===== config.mk =====
export PLATFORM = sky130hd
export DESIGN_NAME = wb_write_arbiter_flat
export DESIGN_NICKNAME = d
export VERILOG_FILES = /design/src/rtl/wb_write_arbiter_if.sv /design/src/rtl/wb_write_arbiter.sv /design/src/flat_wrapper.sv
export SDC_FILE = /design/constraint.sdc
export NUM_CORES = 1
export LEC_CHECK = 0
export CORE_UTILIZATION = 30
export DETAILED_ROUTE_END_ITERATION = 6
export PLACE_DENSITY = 0.55
export SLEW_MARGIN = 20
export SYNTH_ARGS = -nofsm -noshare
export SYNTH_HDL_FRONTEND = slang
export SYNTH_SLANG_ARGS = --single-unit

===== constraint.sdc =====
create_clock -name Clk -period 7.6 [get_ports Clk]
set_clock_uncertainty 0.1 [all_clocks]
set_input_delay 1.52 -clock Clk [delete_from_list [all_inputs] [get_ports Clk]]
set_output_delay 1.52 -clock Clk [all_outputs]
set_load 0.01 [all_outputs]

===== src/rtl/wb_write_arbiter_if.sv =====
// wb_write_arbiter_if
//   Bundles the producer-side handshakes (ALU result, load result) and the
//   register-file write port driven by wb_write_arbiter.
//   Modports:
//     master : used by the arbiter; it consumes ALU/load results and drives
//              the register-file write port (rd / DataWr / RUWr), ld_ready
//              and the live queue occupancy q_count.
//     slave  : the opposite view, for producers and the register file.
//   Parameters: DEPTH (load queue entries), XLEN (data width).
interface wb_write_arbiter_if #(
  parameter int DEPTH = 4,
  parameter int XLEN  = 32
);
  localparam int CW = $clog2(DEPTH) + 1;

  logic            alu_valid;
  logic [4:0]      alu_rd;
  logic [XLEN-1:0] alu_data;

  logic            ld_valid;
  logic            ld_ready;
  logic [4:0]      ld_rd;
  logic [XLEN-1:0] ld_data;

  logic [4:0]      rd;
  logic [XLEN-1:0] DataWr;
  logic            RUWr;
  logic [CW-1:0]   q_count;

  modport master (
    input  alu_valid, alu_rd, alu_data,
    input  ld_valid, ld_rd, ld_data,
    output ld_ready,
    output rd, DataWr, RUWr, q_count
  );

  modport slave (
    output alu_valid, alu_rd, alu_data,
    output ld_valid, ld_rd, ld_data,
    input  ld_ready,
    input  rd, DataWr, RUWr, q_count
  );
endinterface


===== src/rtl/wb_write_arbiter.sv =====
// wb_write_arbiter
//   Write-side master for the register file write port. Merges writebacks
//   from the single-cycle ALU path and the variable-latency load path so the
//   register file sees at most one write per cycle.
//   - ALU writes always win and issue one cycle after alu_valid.
//   - Load results wait in an in-order queue of DEPTH entries (power of two).
//     With nothing queued and no ALU write, a load bypasses the queue and
//     issues the following cycle.
//   - An ALU write to register r marks every queued load to r as killed; a
//     killed entry is popped without a write so it can never overwrite the
//     newer ALU value.
//   - Writes to x0 are never issued (ALU to x0 counts as no request, load to
//     x0 is accepted and discarded).
//   Ports:
//     Clk, Rst : clock, synchronous active-high reset
//     bus      : wb_write_arbiter_if.master (ALU/load inputs, ld_ready,
//                rd/DataWr/RUWr registered write port, q_count occupancy)
//   Optional build macro WB_FWD_EN adds combinational read forwarding:
//     rs1, rs2 (in), rf_rs1, rf_rs2 (in), fwd_rs1, fwd_rs2 (out).
module wb_write_arbiter #(
  parameter int DEPTH = 4,
  parameter int XLEN  = 32
) (
  input logic Clk,
  input logic Rst,
  wb_write_arbiter_if.master bus
`ifdef WB_FWD_EN
  ,
  input  logic [4:0]      rs1,
  input  logic [4:0]      rs2,
  input  logic [XLEN-1:0] rf_rs1,
  input  logic [XLEN-1:0] rf_rs2,
  output logic [XLEN-1:0] fwd_rs1,
  output logic [XLEN-1:0] fwd_rs2
`endif
);

  localparam int AW = $clog2(DEPTH);
  localparam int CW = AW + 1;
  localparam logic [CW-1:0] FULL = CW'(DEPTH);

  logic [4:0]       q_rd   [DEPTH];
  logic [XLEN-1:0]  q_data [DEPTH];
  logic [DEPTH-1:0] q_kill;
  logic [AW-1:0]    head;
  logic [AW-1:0]    tail;
  logic [CW-1:0]    count;

  logic alu_req;
  logic ld_acc;
  logic ld_live;
  logic q_empty;
  logic do_pop;
  logic do_direct;
  logic do_push;
  logic push_kill;

  // Ready depends on the registered count only, so a same-cycle pop from a
  // full queue does not raise it until the next cycle.
  assign bus.ld_ready = (count != FULL);
  assign bus.q_count  = count;

  assign alu_req   = bus.alu_valid && (bus.alu_rd != 5'd0);
  assign ld_acc    = bus.ld_valid && bus.ld_ready;
  assign ld_live   = ld_acc && (bus.ld_rd != 5'd0);
  assign q_empty   = (count == '0);
  assign do_pop    = !alu_req && !q_empty;
  assign do_direct = !alu_req && q_empty && ld_live;
  assign do_push   = ld_live && !do_direct;
  // A load arriving together with an ALU write to the same register is
  // already stale; it still occupies its slot to keep ordering simple.
  assign push_kill = alu_req && (bus.alu_rd == bus.ld_rd);

  // Queue payload: pure data, written on push only.
  always_ff @(posedge Clk) begin
    if (do_push && !Rst) begin
      q_rd[tail]   <= bus.ld_rd;
      q_data[tail] <= bus.ld_data;
    end
  end

  // Issue stage: selection result registered onto the write port.
  always_ff @(posedge Clk) begin
    if (Rst) begin
      head       <= '0;
      tail       <= '0;
      count      <= '0;
      q_kill     <= '0;
      bus.rd     <= 5'd0;
      bus.DataWr <= '0;
      bus.RUWr   <= 1'b0;
    end else begin
      if (alu_req) begin
        bus.RUWr   <= 1'b1;
        bus.rd     <= bus.alu_rd;
        bus.DataWr <= bus.alu_data;
        for (int i = 0; i < DEPTH; i++) begin
          if (q_rd[i] == bus.alu_rd) q_kill[i] <= 1'b1;
        end
      end else if (do_pop) begin
        bus.RUWr <= !q_kill[head];
        if (!q_kill[head]) begin
          bus.rd     <= q_rd[head];
          bus.DataWr <= q_data[head];
        end
        head <= head + AW'(1);
      end else if (do_direct) begin
        bus.RUWr   <= 1'b1;
        bus.rd     <= bus.ld_rd;
        bus.DataWr <= bus.ld_data;
      end else begin
        bus.RUWr <= 1'b0;
      end

      // Placed after the squash loop so a fresh entry's kill bit wins over
      // any stale match on the slot it reuses.
      if (do_push) begin
        q_kill[tail] <= push_kill;
        tail         <= tail + AW'(1);
      end

      count <= count + CW'(do_push) - CW'(do_pop);
    end
  end

`ifdef WB_FWD_EN
  assign fwd_rs1 = (bus.RUWr && (bus.rd == rs1) && (rs1 != 5'd0)) ? bus.DataWr : rf_rs1;
  assign fwd_rs2 = (bus.RUWr && (bus.rd == rs2) && (rs2 != 5'd0)) ? bus.DataWr : rf_rs2;
`endif

endmodule


===== src/flat_wrapper.sv =====
// flat-port wrapper written by rule: the top's interface ports become plain ports
module wb_write_arbiter_flat 
#(
  parameter int DEPTH = 4,
  parameter int XLEN  = 32
)
  (Clk, Rst, bus_alu_valid, bus_alu_rd, bus_alu_data, bus_ld_valid, bus_ld_rd, bus_ld_data, bus_ld_ready, bus_rd, bus_DataWr, bus_RUWr, bus_q_count);
  wb_write_arbiter_if #(.DEPTH(DEPTH), .XLEN(XLEN)) bus_i ();
  input logic Clk;
  input logic Rst;
  input wire logic [$bits(bus_i.alu_valid)-1:0] bus_alu_valid;
  input wire logic [$bits(bus_i.alu_rd)-1:0] bus_alu_rd;
  input wire logic [$bits(bus_i.alu_data)-1:0] bus_alu_data;
  input wire logic [$bits(bus_i.ld_valid)-1:0] bus_ld_valid;
  input wire logic [$bits(bus_i.ld_rd)-1:0] bus_ld_rd;
  input wire logic [$bits(bus_i.ld_data)-1:0] bus_ld_data;
  output wire logic [$bits(bus_i.ld_ready)-1:0] bus_ld_ready;
  output wire logic [$bits(bus_i.rd)-1:0] bus_rd;
  output wire logic [$bits(bus_i.DataWr)-1:0] bus_DataWr;
  output wire logic [$bits(bus_i.RUWr)-1:0] bus_RUWr;
  output wire logic [$bits(bus_i.q_count)-1:0] bus_q_count;
  assign bus_i.alu_valid = bus_alu_valid;
  assign bus_i.alu_rd = bus_alu_rd;
  assign bus_i.alu_data = bus_alu_data;
  assign bus_i.ld_valid = bus_ld_valid;
  assign bus_i.ld_rd = bus_ld_rd;
  assign bus_i.ld_data = bus_ld_data;
  assign bus_ld_ready = bus_i.ld_ready;
  assign bus_rd = bus_i.rd;
  assign bus_DataWr = bus_i.DataWr;
  assign bus_RUWr = bus_i.RUWr;
  assign bus_q_count = bus_i.q_count;
  wb_write_arbiter #(.DEPTH(DEPTH), .XLEN(XLEN)) u_core (.Clk(Clk), .Rst(Rst), .bus(bus_i));
endmodule

### After elaboration in Yosys (flattened, before gate mapping)

Memory sizes are Yosys's and may differ from the RTL's. A register that Yosys moved wholly into a read port is not among the register bits.
Index checks and enable logic that the tools add are counted.

| word-level totals | value |
|---|---|
| memories kept | 2 |
| register bits | 49 |
| bits of input ports | 78 |
| RAM bits | 148 |

Memory list:

| name | depth | bits a word | read ports | clocked after Yosys merged registers in | wr ports | RTL line | RTL |
|---|---|---|---|---|---|---|---|
| u_core.q_data | 4 | 32 | 1 | 1 | 1 | wb_write_arbiter.sv:43 | `logic [XLEN-1:0] q_data [DEPTH];` |
| u_core.q_rd | 4 | 5 | 5 | 1 | 1 | wb_write_arbiter.sv:42 | `logic [4:0] q_rd [DEPTH];` |

| cells by class | value |
|---|---|
| bitwise logic cells | 1 |
| order comparisons | 3 |
| mux-type cells | 29 |
| equality and inequality tests | 7 |
| reduce and logical (&&, ||, !) cells | 21 |
| $add $sub $neg | 4 |

Operator list:

| operator | count |
|---|---|
| 32-bit two-way mux | 4 |
| 5-bit equality test | 5 |
| 5-bit two-way mux | 4 |
| 4-bit two-way mux | 3 |
| 1-bit two-way mux | 11 |
| 1-bit logical AND | 10 |
| 5-bit nonzero test | 2 |
| 2-bit two-way mux | 4 |
| 2-bit by 3-bit less-than comparator with 1-bit output (second input constant) | 2 |
| 1-bit logical NOT | 5 |
| 2-bit by 1-bit adder with 2-bit output (second input constant) | 2 |
| 4-bit bitwise mux | 1 |
| 2-bit AND reduction | 2 |
| 3-bit by 1-bit adder with 3-bit output | 1 |
| 3-bit logical NOT | 1 |
| 3-bit by 2-bit inequality test with 1-bit output (second input constant) | 1 |
| 3-bit inequality test (second input constant) | 1 |
| 3-bit nonzero test | 1 |
| 3-bit by 1-bit subtractor with 3-bit output | 1 |
| 1-bit binary-select mux with 2-bit select | 1 |
| 1-bit demux with 2-bit select | 1 |
| 2-bit by 1-bit >= comparator with 1-bit output (second input constant) | 1 |
| 1-bit inverter | 1 |

### Depth between registers and ports, before layout

Gate-level depths: netlist of run 1.

| logic depth | value |
|---|---|
| depth after elaboration | 10 |
| gate-level depth with buffers | 12 |
| depth with buffers taken out | 10 |

### Worst setup path before layout of run 1

OpenSTA, ideal clock, no wires.

| path | value |
|---|---|
| path kind | input-to-reg |
| start point | input bus_alu_rd[2] |
| end point | register u_core.count[2], in the netlist u_core.bus.q_count[2] |
| library setup time | 0.128 ns |
| required time | 7.372 ns |
| stages | 11 |
| data arrival time | 3.849 ns |
| path slack | 3.523 ns |
| cell sequence | buf_4 or4_4 o21a_1 buf_6 o311a_4 buf_6 ha_1 fa_1 xnor2_1 xnor2_1 nor2_1 |

| between the ends | value |
|---|---|
| cells in the longest elaborated chain, start to end | 9 |
| elaborated cells between the ends (all ways) | 10 |
| classes of those cells | add/sub: 2; reduce/logical: 8 |

Ends and longest elaborated chain:

| what | RTL line | RTL |
|---|---|---|
| from (decl) | flat_wrapper.sv:12 | `input wire logic [$bits(bus_i.alu_rd)-1:0] bus_alu_rd;` |
| 5-bit nonzero test * | wb_write_arbiter.sv:63 | `assign alu_req = bus.alu_valid && (bus.alu_rd != 5'd0);` |
| 1-bit logical AND * | wb_write_arbiter.sv:63 |  |
| 1-bit logical NOT * | wb_write_arbiter.sv:67, wb_write_arbiter.sv:68 |  |
| 1-bit logical AND (2 in series) | wb_write_arbiter.sv:68 | `assign do_direct = !alu_req && q_empty && ld_live;` |
| 1-bit logical NOT | wb_write_arbiter.sv:69 | `assign do_push = ld_live && !do_direct;` |
| 1-bit logical AND | wb_write_arbiter.sv:69 |  |
| 3-bit by 1-bit adder with 3-bit output | wb_write_arbiter.sv:122 | `count <= count + CW'(do_push) - CW'(do_pop);` |
| 3-bit by 1-bit subtractor with 3-bit output * | wb_write_arbiter.sv:122 |  |
| to (signal assigned) | wb_write_arbiter.sv:122 |  |
| to (decl) | wb_write_arbiter.sv:47 | `logic [CW-1:0] count;` |

Mark *: on every way between the ends. The rest lies on a longest branch, timed or not.
A chain may end at the register's enable or synchronous reset.

### Worst setup path after layout of run 1

| path | value |
|---|---|
| start point | input bus_alu_rd[3] |
| end point | memory u_core.q_data[2][25], enable pin |

| between the ends | value |
|---|---|
| cells in the longest elaborated chain, start to end | 10 |

Ends and longest elaborated chain:

| what | RTL line | RTL |
|---|---|---|
| 5-bit nonzero test | wb_write_arbiter.sv:63 |  |
| 1-bit logical AND | wb_write_arbiter.sv:63 |  |
| 1-bit logical NOT | wb_write_arbiter.sv:68 |  |
| 1-bit logical AND (2 in series) | wb_write_arbiter.sv:68 |  |
| 1-bit logical NOT | wb_write_arbiter.sv:69 |  |
| 1-bit logical AND | wb_write_arbiter.sv:69 |  |
| 1-bit logical AND | wb_write_arbiter.sv:76 | `if (do_push && !Rst) begin` |
| 1-bit two-way mux | wb_write_arbiter.sv:76 |  |
| 1-bit two-way mux (implied by the code) | wb_write_arbiter.sv:78 | `q_data[tail] <= bus.ld_data;` |
| to (decl) | wb_write_arbiter.sv:43 |  |

No other way between the ends.

==> flow_summary.ini, run 1 <==
[power_and_ir_drop]
irDropWorstVdd_uv = 135
p_total_mw = 3.31
p_leak_nw = 3.29
powerDensity_nw_per_um2 = 322

[sta]
setup_viol = 0
finalCritPeriodShare_pct = 59.5
clock.fmax_mhz = 221
finalCriticalPeriod_ns = 4.52
timing_worst_slew_pin_value_ns = 1.07
grt_setup_unrepaired = no
slew_headroom_pct = 29.0
hold_viol = 0
tns_ns = 0
slew_violations = 0

[detailed_routing]
met2_length_um = 8920
detail_route.vias_per_cell = 4.88
wl_met3_um = 1020
drt_pass1_iterations = 5
dr_total_vias = 4930
antenna_left = 0
top_layer = met5
first_iter_violations = 243
wl_met1_um = 8850
wl_um = 19000
drcViolationCount = 0
routedWlPerCell_um = 18.8

[synthesis]
syn_inst = 554
yosysWarningCount = 0
yosys-top-cells-area = edfxtp_1 (54%), dfxtp_1 (12%), mux4_2 (10%)
synth_nets = 639
syn_area_per_cell_um2 = 14.8
yosysSeqAreaShare_pct = 66.4
synth_cell_types = 36
ys_seq_elements = 199
synthArstFlopShare_pct = 0
synth_edf_count = 148
yosysTopAreaCell = edfxtp_1
synth_top_area_share_pct = 54.0
synth-main-ff-cell = edfxtp_1
syn_area_um2 = 8230

[job]
drv_cap = 0

[grt]
grt_usage_pct = 13.9
grt_pass1_vias = 5206
antenna_found_initial = 1
grt_pass1_wl_um = 29700
grt_max_degree = 47
grt_overflow_total = 0

[clocking]
numCtsBuffers = 17
clockRootBuffer = clkbuf_16
path_clk_slew_ns = 0.07
cts_num_sinks = 199
cts_tree = built
cts_setup_buffers = 0
clkLatencyLatePin_ns = 0.42
hold_buffers = 0
cts_resized = 0
cts_max_level = 4
clock_path_buffers = 2

[worst_setup_path]
critical_path_arrival_ns = 4.46
rrSetupSlack_ns = 4.91
end_kind = flop
worstSetupPathType = in -> reg
crit_path_start_kind = input port
cp.required_ns = 7.54
crit_slowest_cell = and2_2
timing.rr.start = u_core.bus.q_count[1]
slowest_delay_ns = 0.88
reg2reg_depth = 5
cp_cell_sequence = clkdlybuf4s50_1, or4_4, o21a_2, o311a_4, nor2b_1, and2_2
r2r_end = u_core.q_data[2][25]
crit_fanout = 37

[placed_design]
placed_area_um2 = 9680
place_congestion = 0.825
detailedPlacementHpwl_um = 12100
numPortBuffers = 119

[floorplanning]
core-area_um2 = 27000
dieArea_um2 = 28100
start_util_pct = 30.5
dieHeight_um = 168
fp.dieW_um = 168
rows = 60
ios = 120

[hold_path]
min_to = u_core.bus.DataWr[7]
hold_path_depth = 1
hp-class = reg -> reg
worstHoldStart = u_core.bus.DataWr[7]

[layout]
layout.nets = 741
area_growth_pct = 24.8
drive_gt1_share_pct = 13.5
multi_input_area_um2 = 2550
design_area_um2 = 10300
seq_area_um2 = 5470
finish.utilization_pct = 38.1
fillers = 2490
num_antenna_cells = 0

[run_status]
outcome = completed
-- sequential cells by signal (all words and copies together) (netlist names), named ones only --
signal and cells:
u_core.bus.RUWr 1, u_core.bus.q_count 3, u_core.bus.DataWr 32, u_core.q_data 128, u_core.head 2, u_core.q_rd 20, u_core.tail 2, u_core.q_kill 4
u_core.bus.rd 5
-- through the flow --
stage          hold WS, ns  worst slack, ns  std cells
6_report             0.364             3.08       1010
5_1_grt              0.380             2.89       1010
4_1_cts              0.368             3.02       1010
3_5_place_dp         0.346             2.57        978
3_3_place_gp         0.346             2.72        978
2_1_floorplan        0.392             3.52        554
-- cell families after synthesis --
family,Yosys count,synth area share (%)
mux,39,10.5
flops,199,66.4
simple gates,110,5.83
buf+inv,46,2.84
compound gates,123,10.0
fa+ha+maj,7,1.16
xor+xnor,30,3.19
-- report_power, final --
group	internal, mW	total [mW]	switching, mW
combinational	0.476	1.02	0.542
clock	0.496	0.892	0.396
sequential	1.30	1.40	0.101
-- how the worst max path moves through the flow --
stage                        from                    end  slack (ns)
floorplan           bus_alu_rd[2]  u_core.bus.q_count[2]        3.52
global placement    bus_alu_rd[1]   u_core.q_data[2][19]        2.72
detailed placement  bus_alu_rd[1]   u_core.q_data[2][19]        2.57
CTS                 bus_alu_rd[1]   u_core.q_data[2][25]        3.02
global route        bus_alu_rd[1]   u_core.q_data[2][25]        2.89
finish              bus_alu_rd[3]   u_core.q_data[2][25]        3.08
-- synthesized netlist by cell type, types with 3 or more instances --
library cell    n
and2_1          4
nor2b_1         6
inv_1           7
xor2_1         12
a211oi_2        3
edfxtp_1      148
a21oi_1        72
a311oi_1        4
nor3_1          4
nor2_1          7
nor4_1          4
ha_1            6
nand2_1        74
clkbuf_1       19
dfxtp_1        51
mux4_2         38
buf_6           6
o2bb2ai_1      35
buf_1           3
buf_2          10
a211oi_1        3
nand3_1         6
xnor2_1        18
-- area by class of cell --
type | count | area share, %
inverters | 7 | 0.256
clock inverters | 14 | 1.44
well taps | 341 | 4.15
multi-input cells | 309 | 24.8
flip-flops and latches | 199 | 53.2
clock buffers | 18 | 4.28
repair buffers | 122 | 11.8
-- routing by layer --
metal  up-vias  track usage [%]
li1       2324                -
met1      2453             18.7
met2       137             22.4
met3        14             3.85
met4         2             3.11
met5         -                0
-- worst max-delay path: cells and delay by family --
family	cells	cell delay (ns)
compound gates	2	0.88
simple gates	3	1.33
buf+inv	1	0.69
-- cell usage in the layout, fill, tap and decap left out, drive strengths merged, types with 4 or more instances in the layout --
| cell | synthesis | layout |
|---|---|---|
| dfxtp | 51 | 51 |
| inv | 7 | 11 |
| nor2 | 7 | 7 |
| a21oi | 72 | 72 |
| xnor2 | 18 | 18 |
| o2bb2ai | 35 | 35 |
| mux4 | 38 | 38 |
| nand2 | 74 | 74 |
| clkinv | 0 | 5 |
| nand3 | 6 | 6 |
| nor4 | 4 | 4 |
| xor2 | 12 | 12 |
| and2 | 4 | 4 |
| ha | 6 | 6 |
| edfxtp | 148 | 148 |
| nor3 | 4 | 4 |
| a311oi | 4 | 4 |
| clkdlybuf4s50 | 0 | 119 |
| clkbuf | 19 | 18 |
| nor2b | 6 | 6 |
| a211oi | 6 | 6 |
(Power assumes the default switching activity.)
==> inputs of run 2 (changes only) <==
--- a/config.mk
+++ b/config.mk
@@ -7,7 +7,7 @@
 export LEC_CHECK = 0
 export CORE_UTILIZATION = 30
 export DETAILED_ROUTE_END_ITERATION = 6
-export PLACE_DENSITY = 0.55
+export PLACE_DENSITY = 0.57
 export SLEW_MARGIN = 20
 export SYNTH_ARGS = -nofsm -noshare
 export SYNTH_HDL_FRONTEND = slang
==> constraint.sdc (replaced) <==
create_clock -name Clk -period 4 [get_ports Clk]
set_clock_uncertainty 0.1 [all_clocks]
set_input_delay 0.8 -clock Clk [delete_from_list [all_inputs] [get_ports Clk]]
set_output_delay 0.8 -clock Clk [all_outputs]
set_load 0.01 [all_outputs]
==> run 2 against run 1 <==
  * Total power increased by 92%
  * Non-clock buffer count increased by 13
  * Largest power group unchanged
  * Routed wire length increased by 0.16%
  * Combinational power increased by 88%
  * Critical path type unchanged
==> flow_summary.ini, run 2 (synthesis gave the netlist of run 1 again) <==
[worst_setup_path]
cp_cell_sequence = clkdlybuf4s50_1, or4_1, o21a_1, o311a_4, nor2b_1, and2_2
end_kind = flop
critical_path_arrival_ns = 3.20
slowest_delay_ns = 0.88
critPathBufInv = 1
critPathTopFamily = simple AND/OR/NAND/NOR gates
cp.required_ns = 3.95
worstSetupPathType = in -> reg
crit_path_start_kind = input port
worst-path-stages = 6
crit_slowest_cell = and2_2
crit_fanout = 37
reg2reg_depth = 5

[clocking]
path_clk_slew_ns = 0.07
hold_buffers = 0
numCtsBuffers = 17
cts_setup_buffers = 0
cts_num_sinks = 199
clkLatencyLatePin_ns = 0.42
cts_max_level = 4
clockRootBuffer = clkbuf_16
cts_tree = built
clock_path_buffers = 2
cts_resized = 0

[layout]
final_common_cell = edfxtp_1
final_cell_mix = edfxtp_1 (148), clkdlybuf4s50_1 (119), nand2_1 (74)
top_register = u_core.q_data
multi_input_area_um2 = 2550
largest_reg_flops = 128
layout.nets = 754
fillers = 2441
area_growth_pct = 26.4
drive_gt1_share_pct = 15.1
num_antenna_cells = 0
top_regs = u_core.q_data x128, u_core.bus.DataWr x32, u_core.q_rd x20
seq_area_um2 = 5470
finish.utilization_pct = 38.6

[placed_design]
detailedPlacementHpwl_um = 12300
place_congestion = 0.755
numPortBuffers = 119

[sta]
tns_ns = 0
slew_violations = 0
clock.fmax_mhz = 307
grt_setup_unrepaired = no
finalCritPeriodShare_pct = 81.4
slew_headroom_pct = 30.0
finalCriticalPeriod_ns = 3.26
setup_viol = 0
hold_viol = 0
timing_worst_slew_pin_value_ns = 1.05

[grt]
grt_overflow_total = 0
grt_pass1_vias = 5205
grt.busiest_layer = met2
met3_usage_pct = 2.81
grt_max_degree = 49
grt_use_met2_pct = 23.7
grt_util_met1_pct = 18.5
antenna_found_initial = 0
grt_usage_pct = 14.2
grt_pass1_wl_um = 30100

[hold_path]
hp-class = reg -> reg
hold_path_depth = 1

[detailed_routing]
first_iter_violations = 310
drcViolationCount = 0
routedWlPerCell_um = 18.6
detail_route.vias_per_cell = 4.83
drt_pass1_iterations = 4
antenna_left = 0
dr_total_vias = 4942
wl_um = 19000

[power_and_ir_drop]
p_leak_nw = 3.38
switchingPower_mw = 2.04
p_total_mw = 6.34
seqPwrFrac_pct = 42.9
clkPwrFrac_pct = 26.9
internal_power_mw = 4.30
powerDensity_nw_per_um2 = 610
swShare_pct = 32.2
irDropWorstVdd_uv = 243
combPwrFrac_pct = 30.3

[floorplanning]
dieHeight_um = 168
dieArea_um2 = 28100
fp.dieW_um = 168
rows = 60
core-area_um2 = 27000
start_util_pct = 30.5
ios = 120

[run_status]
outcome = completed

[job]
drv_cap = 0
run 2: metal layers:
metal / wire, um / part of all wire (%) / up-vias
met5: 0 / 0 / -
met4: 131 / 0.69 / 0
met3: 898 / 4.7 / 9
met2: 9350 / 49 / 142
met1: 8620 / 45 / 2446
li1: - / - / 2345
run 2: worst paths after layout:
check / startpoint / end / slack (ns)
max: bus_ld_rd[0] / u_core.q_data[0][28] / 0.74
max reg2reg: u_core.bus.q_count[1] / u_core.q_data[0][28] / 1.23
min reg2reg: u_core.bus.DataWr[31] / u_core.bus.DataWr[31] / 0.37
min: u_core.bus.DataWr[31] / u_core.bus.DataWr[31] / 0.37
run 2: power groups by stage:
stage	Combinational, mW	Sequential [mW]	Clock (mW)
4_1_cts	1.97	2.73	1.75
3_3_place_gp	1.94	2.76	0
5_1_grt	2.12	2.77	1.83
2_1_floorplan	1.27	2.67	0
6_report	1.92	2.72	1.70
3_5_place_dp	1.96	2.77	0
run 2: area by class of cell:
type / instances / share of cell area [%]
Tap cell: 341 / 4.10
Multi-Input combinational cell: 309 / 24.5
Sequential cell: 199 / 52.6
Clock buffer: 17 / 4.09
Timing Repair Buffer: 135 / 13.0
Clock inverter: 15 / 1.49
Inverter: 7 / 0.253
run 2: worst register-to-register path, cell delays in order, from the launching register on:
cell and delay, ns:
dfxtp_1 0.49, inv_1 0.13, nand3_1 0.21, o311a_4 0.34, nor2b_1 0.23, and2_2 0.88
run 2: per-stage QoR:
| stage | hold slack, ns | cell area, um^2 | setup WS (ns) | cells |
|---|---|---|---|---|
| floorplan | 0.392 | 8230 | 0.643 | 554 |
| global placement | 0.345 | 9800 | 0.349 | 990 |
| detailed placement | 0.346 | 9800 | 0.272 | 990 |
| CTS | 0.367 | 10400 | 0.721 | 1022 |
| global route | 0.381 | 10400 | 0.509 | 1023 |
| finish | 0.367 | 10400 | 0.744 | 1023 |
==> inputs of run 3 (changes only) <==
--- a/config.mk
+++ b/config.mk
@@ -7,7 +7,7 @@
 export LEC_CHECK = 0
 export CORE_UTILIZATION = 30
 export DETAILED_ROUTE_END_ITERATION = 6
-export PLACE_DENSITY = 0.57
+export PLACE_DENSITY = 0.55
 export SLEW_MARGIN = 20
 export SYNTH_ARGS = -nofsm -noshare
 export SYNTH_HDL_FRONTEND = slang
==> constraint.sdc (replaced) <==
create_clock -name Clk -period 3.4 [get_ports Clk]
set_clock_uncertainty 0.1 [all_clocks]
set_input_delay 0.68 -clock Clk [delete_from_list [all_inputs] [get_ports Clk]]
set_output_delay 0.68 -clock Clk [all_outputs]
set_load 0.01 [all_outputs]
==> run 3 against run 2 <==
  * Critical path depth increased by 5
  * Combinational power increased by 28%
  * Clock power grew 14%
  * Cell area up 2.2%
  * Final cell count increased by 1.8%
  * Worst setup slack lost 0.31 ns
  * Sequential power up 14%
  * Via count rose by 2.2%
  * Flip-flop and latch count stayed put
  * Critical endpoint is now u_core.bus.q_count[2]
  * Highest routed layer is now met5
==> flow_summary.ini, run 3 (synthesis gave the netlist of run 1 again) <==
[worst_setup_path]
crit_path_start_kind = input port
slowest_delay_ns = 0.54
cp_cell_sequence = clkdlybuf4s50_1, or4_4, o21a_2, nor2_1, ha_1, inv_1, ha_1, fa_1, xnor2_1, xnor2_1, nor2_1
crit_slowest_cell = or4_4
cp.required_ns = 3.63
critPathTopFamily = simple AND/OR/NAND/NOR gates
crit_fanout = 4
critical_path_arrival_ns = 3.20
critPathBufInv = 2
worstSetupPathType = in -> reg
end_kind = flop

[layout]
top_register = u_core.q_data
fillers = 2458
seq_area_um2 = 5470
design_area_um2 = 10600
layout.cells.non_filler = 1041
area_growth_pct = 29.2
top_regs = u_core.q_data x128, u_core.bus.DataWr x32, u_core.q_rd x20
largest_reg_flops = 128
layout.nets = 772
final_cell_mix = edfxtp_1 (148), clkdlybuf4s50_1 (119), nand2_1 (74)
final_common_cell = edfxtp_1
drive_gt1_share_pct = 17.0
multi_input_area_um2 = 2550
num_antenna_cells = 0
finish.utilization_pct = 39.4

[placed_design]
detailedPlacementHpwl_um = 13000
numPortBuffers = 119
place_inst = 1009
place_congestion = 0.767
pre_cts_ws_ns = -0.0235
placed_area_um2 = 10100

[floorplanning]
rows = 60
dieArea_um2 = 28100
ios = 120
dieHeight_um = 168
fp.dieW_um = 168
core-area_um2 = 27000
start_util_pct = 30.5

[grt]
grt_usage_pct = 14.4
antenna_found_initial = 1
grt_pass1_vias = 5276
grt_use_met2_pct = 23.7
met3_usage_pct = 3.52
grt_max_degree = 51
grt_overflow_total = 0
grt.busiest_layer = met2
grt_pass1_wl_um = 30700
grt_util_met1_pct = 19.4

[power_and_ir_drop]
irDropWorstVdd_uv = 309
p_leak_nw = 3.47
p_total_mw = 7.50
powerDensity_nw_per_um2 = 705

[sta]
layout_setup_ws_ns = 0.432
hold_viol = 0
finalCriticalPeriod_ns = 2.97
clock.fmax_mhz = 337
grt_setup_unrepaired = no
tns_ns = 0
setup_viol = 0
slew_headroom_pct = 41.4
fin_hold_ws_ns = 0.366
finalCritPeriodShare_pct = 87.3
timing_worst_slew_pin_value_ns = 0.879
slew_violations = 0

[clocking]
hold_buffers = 0
cts_resized = 0
cts_tree = built
path_clk_slew_ns = 0.07
clockRootBuffer = clkbuf_16
cts_setup_buffers = 0
numCtsBuffers = 17
cts_max_level = 4
clock_path_buffers = 2
cts_num_sinks = 199
clkLatencyLatePin_ns = 0.43

[detailed_routing]
dr_total_vias = 5049
routedWlPerCell_um = 18.6
drt_pass1_iterations = 7
wl_um = 19400
antenna_left = 0
drcViolationCount = 0
first_iter_violations = 333
detail_route.vias_per_cell = 4.85

[run_status]
outcome = completed

[job]
drv_cap = 0

[hold_path]
hp-class = reg -> reg
[run 3: changes by cell type in the layout (fill, tap and decap cells not counted), sizes merged]
cell and delta:
buf +18, bufinv -1, clkbuf +1, clkinvlp +4
inv -4
[run 3: worst paths after layout]
kind / start / to / slack (ns) / cells after the start
max reg2reg: u_core.bus.q_count[1] / u_core.bus.DataWr[29] / 1.04 / 7
min reg2reg: u_core.bus.DataWr[27] / u_core.bus.DataWr[27] / 0.37 / 1
min: u_core.bus.DataWr[27] / u_core.bus.DataWr[27] / 0.37 / 1
max: bus_alu_rd[1] / u_core.bus.q_count[2] / 0.43 / 11
[run 3: worst reg2reg max path: cells and delay by family, from the launching register on]
kind,cells,cell delay (ns)
flops,1,0.39
simple gates,2,0.56
buf+inv,2,0.70
compound gates,3,0.56
[run 3: area by class of cell]
cell class,count,share of cell area (%)
Timing Repair Buffer,153,15.0
Inverter,7,0.247
Sequential cell,199,51.4
Clock buffer,18,4.04
Tap cell,341,4.01
Multi-Input combinational cell,309,24.0
Clock inverter,14,1.29
[run 3: metal layers]
layer | vias up | routed length [um]
li1 | 2383 | -
met1 | 2509 | 8940
met2 | 142 | 9380
met3 | 13 | 935
met4 | 2 | 134
met5 | - | 13
[run 3: report_power, final]
group          internal [mW]  switching (mW)  total (mW)
sequential              2.90           0.218        3.11
combinational           1.18            1.27        2.45
clock                  0.973           0.958        1.93
